### config.mk
export PLATFORM = sky130hd
export DESIGN_NAME = ysyx_24110015_mem_arbiter_flat
export DESIGN_NICKNAME = d
export VERILOG_FILES = /design/src/rtl/ysyx_24110015_mem_arbiter_if.sv /design/src/rtl/ysyx_24110015_mem_arbiter.sv /design/src/flat_wrapper.sv
export SDC_FILE = /design/constraint.sdc
export NUM_CORES = 1
export LEC_CHECK = 0
export BUFFER_PORTS_ARGS = -buffer_cell sky130_fd_sc_hd__buf_2
export CAP_MARGIN = 20
export CELL_PAD_IN_SITES_DETAIL_PLACEMENT = 0
export CELL_PAD_IN_SITES_GLOBAL_PLACEMENT = 1
export CORE_UTILIZATION = 30
export DETAILED_ROUTE_END_ITERATION = 8
export GPL_ROUTABILITY_DRIVEN = 0
export MAX_ROUTING_LAYER = met4
export PLACE_DENSITY = 0.82
export SYNTH_ARGS = -nofsm -noshare
export SYNTH_HDL_FRONTEND = slang
export SYNTH_SLANG_ARGS = --single-unit
### constraint.sdc
create_clock -name clk -period 3.2 [get_ports clk]
set_input_delay 0.64 -clock clk [delete_from_list [all_inputs] [get_ports clk]]
set_output_delay 0.64 -clock clk [all_outputs]
set_load 0.01 [all_outputs]
### src/rtl/ysyx_24110015_mem_arbiter_if.sv
// Bus bundle between the IFU/LSU requesters, the arbiter and the single-port SRAM.
// The slave modport is the arbiter's view; the master modport is the requester/SRAM side.
interface ysyx_24110015_mem_arbiter_if;
  logic        ifu_arvalid;
  logic [31:0] ifu_araddr;
  logic        ifu_arready;
  logic        ifu_rvalid;
  logic [31:0] ifu_rdata;
  logic        ifu_rready;

  logic        lsu_valid;
  logic        lsu_wen;
  logic [31:0] lsu_addr;
  logic [31:0] lsu_wdata;
  logic [7:0]  lsu_wmask;
  logic        lsu_ready;
  logic        lsu_rvalid;
  logic [31:0] lsu_rdata;
  logic        lsu_rready;

  logic        mem_ren;
  logic        mem_wen;
  logic [31:0] mem_addr;
  logic [31:0] mem_wdata;
  logic [7:0]  mem_wmask;
  logic        mem_rvalid;
  logic [31:0] mem_rdata;

  logic        bus_err;

  modport slave (
    input  ifu_arvalid, ifu_araddr, ifu_rready,
    input  lsu_valid, lsu_wen, lsu_addr, lsu_wdata, lsu_wmask, lsu_rready,
    input  mem_rvalid, mem_rdata,
    output ifu_arready, ifu_rvalid, ifu_rdata,
    output lsu_ready, lsu_rvalid, lsu_rdata,
    output mem_ren, mem_wen, mem_addr, mem_wdata, mem_wmask,
    output bus_err
  );

  modport master (
    output ifu_arvalid, ifu_araddr, ifu_rready,
    output lsu_valid, lsu_wen, lsu_addr, lsu_wdata, lsu_wmask, lsu_rready,
    output mem_rvalid, mem_rdata,
    input  ifu_arready, ifu_rvalid, ifu_rdata,
    input  lsu_ready, lsu_rvalid, lsu_rdata,
    input  mem_ren, mem_wen, mem_addr, mem_wdata, mem_wmask,
    input  bus_err
  );
endinterface

### src/rtl/ysyx_24110015_mem_arbiter.sv
// Two-requester (IFU/LSU) arbiter onto one SRAM port: one transaction in flight,
// alternating priority on ties, and a wait-cycle timeout that returns 0xDEADBEEF.
module ysyx_24110015_mem_arbiter #(
  parameter int TIMEOUT = 255
) (
  input logic                          clk,
  input logic                          rst,
  ysyx_24110015_mem_arbiter_if.slave   bus
);
  localparam int CW = ($clog2(TIMEOUT + 1) > 8) ? $clog2(TIMEOUT + 1) : 8;

  typedef enum logic [1:0] {IDLE, MEM, RESP} state_t;

  typedef struct packed {
    logic        wen;
    logic [31:0] addr;
    logic [31:0] wdata;
    logic [7:0]  wmask;
  } req_t;

  state_t        state, state_nxt;
  req_t          req;
  logic          own_lsu;
  logic          last_lsu;
  logic [31:0]   resp;
  logic [CW-1:0] cnt;
  logic          err;
  logic          grant_ifu, grant_lsu, expire;

  // On a tie the requester that did not win last time gets the port.
  assign grant_ifu = bus.ifu_arvalid & (~bus.lsu_valid   | last_lsu);
  assign grant_lsu = bus.lsu_valid   & (~bus.ifu_arvalid | ~last_lsu);
  assign expire    = (cnt == CW'(TIMEOUT - 1));
  assign bus.bus_err = err;

  always_comb begin
    state_nxt       = state;
    bus.ifu_arready = 1'b0;
    bus.lsu_ready   = 1'b0;
    bus.ifu_rvalid  = 1'b0;
    bus.lsu_rvalid  = 1'b0;
    bus.ifu_rdata   = '0;
    bus.lsu_rdata   = '0;
    bus.mem_ren     = 1'b0;
    bus.mem_wen     = 1'b0;
    bus.mem_addr    = '0;
    bus.mem_wdata   = '0;
    bus.mem_wmask   = '0;
    case (state)
      IDLE: begin
        bus.ifu_arready = grant_ifu;
        bus.lsu_ready   = grant_lsu;
        if (grant_ifu | grant_lsu) state_nxt = MEM;
      end
      MEM: begin
        // cnt is zero only in the first MEM cycle, so the strobe is a single pulse.
        bus.mem_ren   = (cnt == '0) & ~req.wen;
        bus.mem_wen   = (cnt == '0) &  req.wen;
        bus.mem_addr  = req.addr;
        bus.mem_wdata = req.wdata;
        bus.mem_wmask = req.wmask;
        if (bus.mem_rvalid | expire) state_nxt = RESP;
      end
      RESP: begin
        if (own_lsu) begin
          bus.lsu_rvalid = 1'b1;
          bus.lsu_rdata  = resp;
          if (bus.lsu_rready) state_nxt = IDLE;
        end else begin
          bus.ifu_rvalid = 1'b1;
          bus.ifu_rdata  = resp;
          if (bus.ifu_rready) state_nxt = IDLE;
        end
      end
      default: state_nxt = IDLE;
    endcase
  end

  always_ff @(posedge clk) begin
    if (!rst) begin
      state    <= IDLE;
      req      <= '0;
      own_lsu  <= 1'b0;
      last_lsu <= 1'b1;
      resp     <= '0;
      cnt      <= '0;
      err      <= 1'b0;
    end else begin
      state <= state_nxt;
      case (state)
        IDLE: begin
          if (grant_ifu) begin
            req      <= {1'b0, bus.ifu_araddr, 32'd0, 8'd0};
            own_lsu  <= 1'b0;
            last_lsu <= 1'b0;
            cnt      <= '0;
          end else if (grant_lsu) begin
            req      <= {bus.lsu_wen, bus.lsu_addr, bus.lsu_wdata, bus.lsu_wmask};
            own_lsu  <= 1'b1;
            last_lsu <= 1'b1;
            cnt      <= '0;
          end
        end
        MEM: begin
          cnt <= cnt + CW'(1);
          if (bus.mem_rvalid) begin
            resp <= req.wen ? 32'd0 : bus.mem_rdata;
          end else if (expire) begin
            resp <= 32'hDEADBEEF;
            err  <= 1'b1;
          end
        end
        default: ;
      endcase
    end
  end
endmodule

### src/flat_wrapper.sv
// flat-port wrapper written by rule: the top's interface ports become plain ports
module ysyx_24110015_mem_arbiter_flat 
#(
  parameter int TIMEOUT = 255
)
  (clk, rst, bus_ifu_arvalid, bus_ifu_araddr, bus_ifu_rready, bus_lsu_valid, bus_lsu_wen, bus_lsu_addr, bus_lsu_wdata, bus_lsu_wmask, bus_lsu_rready, bus_mem_rvalid, bus_mem_rdata, bus_ifu_arready, bus_ifu_rvalid, bus_ifu_rdata, bus_lsu_ready, bus_lsu_rvalid, bus_lsu_rdata, bus_mem_ren, bus_mem_wen, bus_mem_addr, bus_mem_wdata, bus_mem_wmask, bus_bus_err);
  ysyx_24110015_mem_arbiter_if bus_i ();
  input logic clk;
  input logic rst;
  input wire logic [$bits(bus_i.ifu_arvalid)-1:0] bus_ifu_arvalid;
  input wire logic [$bits(bus_i.ifu_araddr)-1:0] bus_ifu_araddr;
  input wire logic [$bits(bus_i.ifu_rready)-1:0] bus_ifu_rready;
  input wire logic [$bits(bus_i.lsu_valid)-1:0] bus_lsu_valid;
  input wire logic [$bits(bus_i.lsu_wen)-1:0] bus_lsu_wen;
  input wire logic [$bits(bus_i.lsu_addr)-1:0] bus_lsu_addr;
  input wire logic [$bits(bus_i.lsu_wdata)-1:0] bus_lsu_wdata;
  input wire logic [$bits(bus_i.lsu_wmask)-1:0] bus_lsu_wmask;
  input wire logic [$bits(bus_i.lsu_rready)-1:0] bus_lsu_rready;
  input wire logic [$bits(bus_i.mem_rvalid)-1:0] bus_mem_rvalid;
  input wire logic [$bits(bus_i.mem_rdata)-1:0] bus_mem_rdata;
  output wire logic [$bits(bus_i.ifu_arready)-1:0] bus_ifu_arready;
  output wire logic [$bits(bus_i.ifu_rvalid)-1:0] bus_ifu_rvalid;
  output wire logic [$bits(bus_i.ifu_rdata)-1:0] bus_ifu_rdata;
  output wire logic [$bits(bus_i.lsu_ready)-1:0] bus_lsu_ready;
  output wire logic [$bits(bus_i.lsu_rvalid)-1:0] bus_lsu_rvalid;
  output wire logic [$bits(bus_i.lsu_rdata)-1:0] bus_lsu_rdata;
  output wire logic [$bits(bus_i.mem_ren)-1:0] bus_mem_ren;
  output wire logic [$bits(bus_i.mem_wen)-1:0] bus_mem_wen;
  output wire logic [$bits(bus_i.mem_addr)-1:0] bus_mem_addr;
  output wire logic [$bits(bus_i.mem_wdata)-1:0] bus_mem_wdata;
  output wire logic [$bits(bus_i.mem_wmask)-1:0] bus_mem_wmask;
  output wire logic [$bits(bus_i.bus_err)-1:0] bus_bus_err;
  assign bus_i.ifu_arvalid = bus_ifu_arvalid;
  assign bus_i.ifu_araddr = bus_ifu_araddr;
  assign bus_i.ifu_rready = bus_ifu_rready;
  assign bus_i.lsu_valid = bus_lsu_valid;
  assign bus_i.lsu_wen = bus_lsu_wen;
  assign bus_i.lsu_addr = bus_lsu_addr;
  assign bus_i.lsu_wdata = bus_lsu_wdata;
  assign bus_i.lsu_wmask = bus_lsu_wmask;
  assign bus_i.lsu_rready = bus_lsu_rready;
  assign bus_i.mem_rvalid = bus_mem_rvalid;
  assign bus_i.mem_rdata = bus_mem_rdata;
  assign bus_ifu_arready = bus_i.ifu_arready;
  assign bus_ifu_rvalid = bus_i.ifu_rvalid;
  assign bus_ifu_rdata = bus_i.ifu_rdata;
  assign bus_lsu_ready = bus_i.lsu_ready;
  assign bus_lsu_rvalid = bus_i.lsu_rvalid;
  assign bus_lsu_rdata = bus_i.lsu_rdata;
  assign bus_mem_ren = bus_i.mem_ren;
  assign bus_mem_wen = bus_i.mem_wen;
  assign bus_mem_addr = bus_i.mem_addr;
  assign bus_mem_wdata = bus_i.mem_wdata;
  assign bus_mem_wmask = bus_i.mem_wmask;
  assign bus_bus_err = bus_i.bus_err;
  ysyx_24110015_mem_arbiter #(.TIMEOUT(TIMEOUT)) u_core (.clk(clk), .rst(rst), .bus(bus_i));
endmodule
==> results.md <==
* Power after layout at approximately 4.2 mW
* Drt via density at 5.090
* DP Area at 0.007818 mm2
* DRC Markers at 0
* GRT Util Overall at between 20% and 30%
* Clock sinks at 118
* Post-Syn Area at 0.006266 mm2
* Peak Freq at 360.7 MHz
* Cts hold-fix bufs at 0
* Synth Flop Type: dfxtp_1
* Rows at 52
* Vias in the first global route at 6114
* Hold_ws at 0.4615 ns
* Total die area at 0.02147 mm2
* CTS buffer count at 17
* Final instance area at 0.008378 mm2
* Rel. slew slack at 54.06%
* DR iter-0 viols at between 300 and 400
* Peak VDD IR at 365.3 uV
* Crit path depth at 5
* Setup crit end kind: primary output
* Later-pin clock latency in the skew report at approximately 0.4 ns
* RSZ-0062 raised after global routing: false
* Period utilization at between 80% and 90%
* Post CTS Setup Buffer Count at 0
* Port bufs at 286
* Maximum fanout along the worst path at 47
* Most frequent cells in the layout: buf_2, and2_1, dfxtp_1
* Cells along the critical path: nor2b_4 > buf_4 > nand4_1 > nor2_1 > buf_2
* Number of synthesized flops with an enable pin at 0
* CP max-delay cell: dfxtp_1
* Clock buffer depth at 2
* Leakage at 3.674 nW
* Synth top area cells: dfxtp_1, and2_1, o21ai_0
* CTS H-tree lvls at 4
* Max Cap Viol at 0
* Initial Util at 30.77%
* Crit path time final at around 2.8 ns
* Startpoint types: flop
* Detailed placement HPWL at 14.28 mm
* Most common cell after layout, fill and taps aside: buf_2
* Synth-to-Final Area Change at 33.71%
* Tightest Hold Check Type: flop to flop
* Pin count of the biggest net entering global routing at 65
* Die H at 146.5 um
* Syn_nets at 946
* Critical path's largest stage delay at 0.62 ns
* Reg2Reg Depth at 3
* First-pass GRT wire length at 33.24 mm
* Share of post-route cells with drive strength above 1 at 32.79%
* Vias at 6714
* # IOs at roughly 290
* Final-report hold violation count at 0
* Core area at 0.02036 mm2
* Ys Warns at 0
* Pwr Density at 498.5 mW/mm2
* Yosys top cell area share at 37.70%
* TritonCTS clock tree: built
* Post-synthesis sequential area ratio at 37.70%
* Max Clock Skew at 0.009920 ns
* Die Wd at ~150 um
* Final WL at 21.32 mm
* Routed wire per std cell at 16.16 um
* Cell family with most CP delay: flip-flops
* Ant. Diodes at 0
* Final Max Tran Viols at 0
* Clock Root Buffer: clkbuf_16
* Hold path depth at 1
* Sum Neg Setup Slack at 0 ns
* Avg Inst Size Synth at 7.842 um2
* CTS clk-pin slew, worst paths at roughly 0.05 ns
* Critical path buffer and inverter count at 2
* Area leader, netlist: dfxtp_1
* Initial antenna violation count at 1
* Kind of critical path: flop to primary output
* First-pass DRT Iterations at 4
* CP arrival at 2.13 ns
* Critical path required time at 2.56 ns
* Total Nets Final at 1183
* Status: complete, no violations
* Final setup viols at 0
* Post_cts resized at 0
* Seq cells post-synth at 118
* Worst Tran Pin Value at 0.6891 ns
* Util after Layout at 41.14%
* GRT overflow at 0
* Synthesized instance count at 799
* Synth unique cells at 46
* Post-detailed-route count of antenna-violating nets at 0
* Post-synth ARST share at 0%
## power breakdown
group / switching, mW / internal, mW / total, mW
Combinational: 0.403 / 0.270 / 0.673
Sequential: 0.0805 / 1.58 / 1.66
Clock: 0.681 / 1.16 / 1.84
## final cells by class
| class | count | area, um2 |
|---|---|---|
| Timing Repair Buffer | 305 | 1574 |
| Fill cell | 2146 | 11990 |
| Tap cell | 270 | 337.8 |
| Multi-Input combinational cell | 563 | 3427 |
| Clock inverter | 9 | 102.6 |
| Clock buffer | 23 | 457.9 |
| Sequential cell | 118 | 2362 |
| Inverter | 31 | 116.4 |
## kinds of logic after synthesis
logic type	share of synthesized area, %
buffers and inverters	7.887
adders and majority gates	0.5991
and+or+nand+nor	25.42
DFF	37.70
muxes	0.1598
AOI/OAI and AO/OA	28.23
## cell usage after synthesis, types with 3 or more instances
master / n
nand3b_1: 34
nand3_1: 45
o21ai_1: 4
buf_4: 3
clkbuf_1: 62
nor2b_1: 10
nand2_1: 5
nand2b_1: 3
a311oi_1: 35
buf_2: 18
nor2_1: 8
a22oi_1: 8
a21oi_1: 107
inv_1: 29
a211oi_1: 28
dfxtp_1: 118
ha_1: 3
and2_1: 137
o21ai_0: 108
## per-stage QoR
stage | std cells | setup WS, ns
finish | 1319 | 0.4274
global route | 1319 | 0.2165
CTS | 1319 | 0.3822
detailed placement | 1287 | 0.8291
global placement | 1287 | 0.8923
floorplan | 799 | 1.163
## final timing paths
| check | from | end | slack [ns] |
|---|---|---|---|
| hold / removal | u_core.bus.bus_err$_SDFFE_PN0P_ | u_core.bus.bus_err$_SDFFE_PN0P_ | 0.46 |
| hold reg to reg | u_core.bus.bus_err$_SDFFE_PN0P_ | u_core.bus.bus_err$_SDFFE_PN0P_ | 0.46 |
| setup reg to reg | u_core.state[0]$_SDFFE_PN0P_ | u_core.cnt[7]$_SDFFE_PN0P_ | 1.29 |
| setup / recovery | u_core.state[0]$_SDFFE_PN0P_ | bus_mem_ren | 0.43 |
## registers in the layout, summed over array words and instances, names as in the netlist
name                count
u_core.bus.bus_err      1
u_core.cnt              8
u_core.last_lsu         1
u_core.own_lsu          1
u_core.req             73
u_core.resp            32
u_core.state            2
## metal layers
metal / part of all wire, % / routed length, um / track usage [%]
met5: 0 / 0 / -
met4: 1.1 / 243 / 5.833
met3: 6.2 / 1321 / 4.906
met2: 48 / 10270 / 32.02
met1: 44 / 9484 / 25.20
Note: power is estimated with default switching activity, not from simulation.
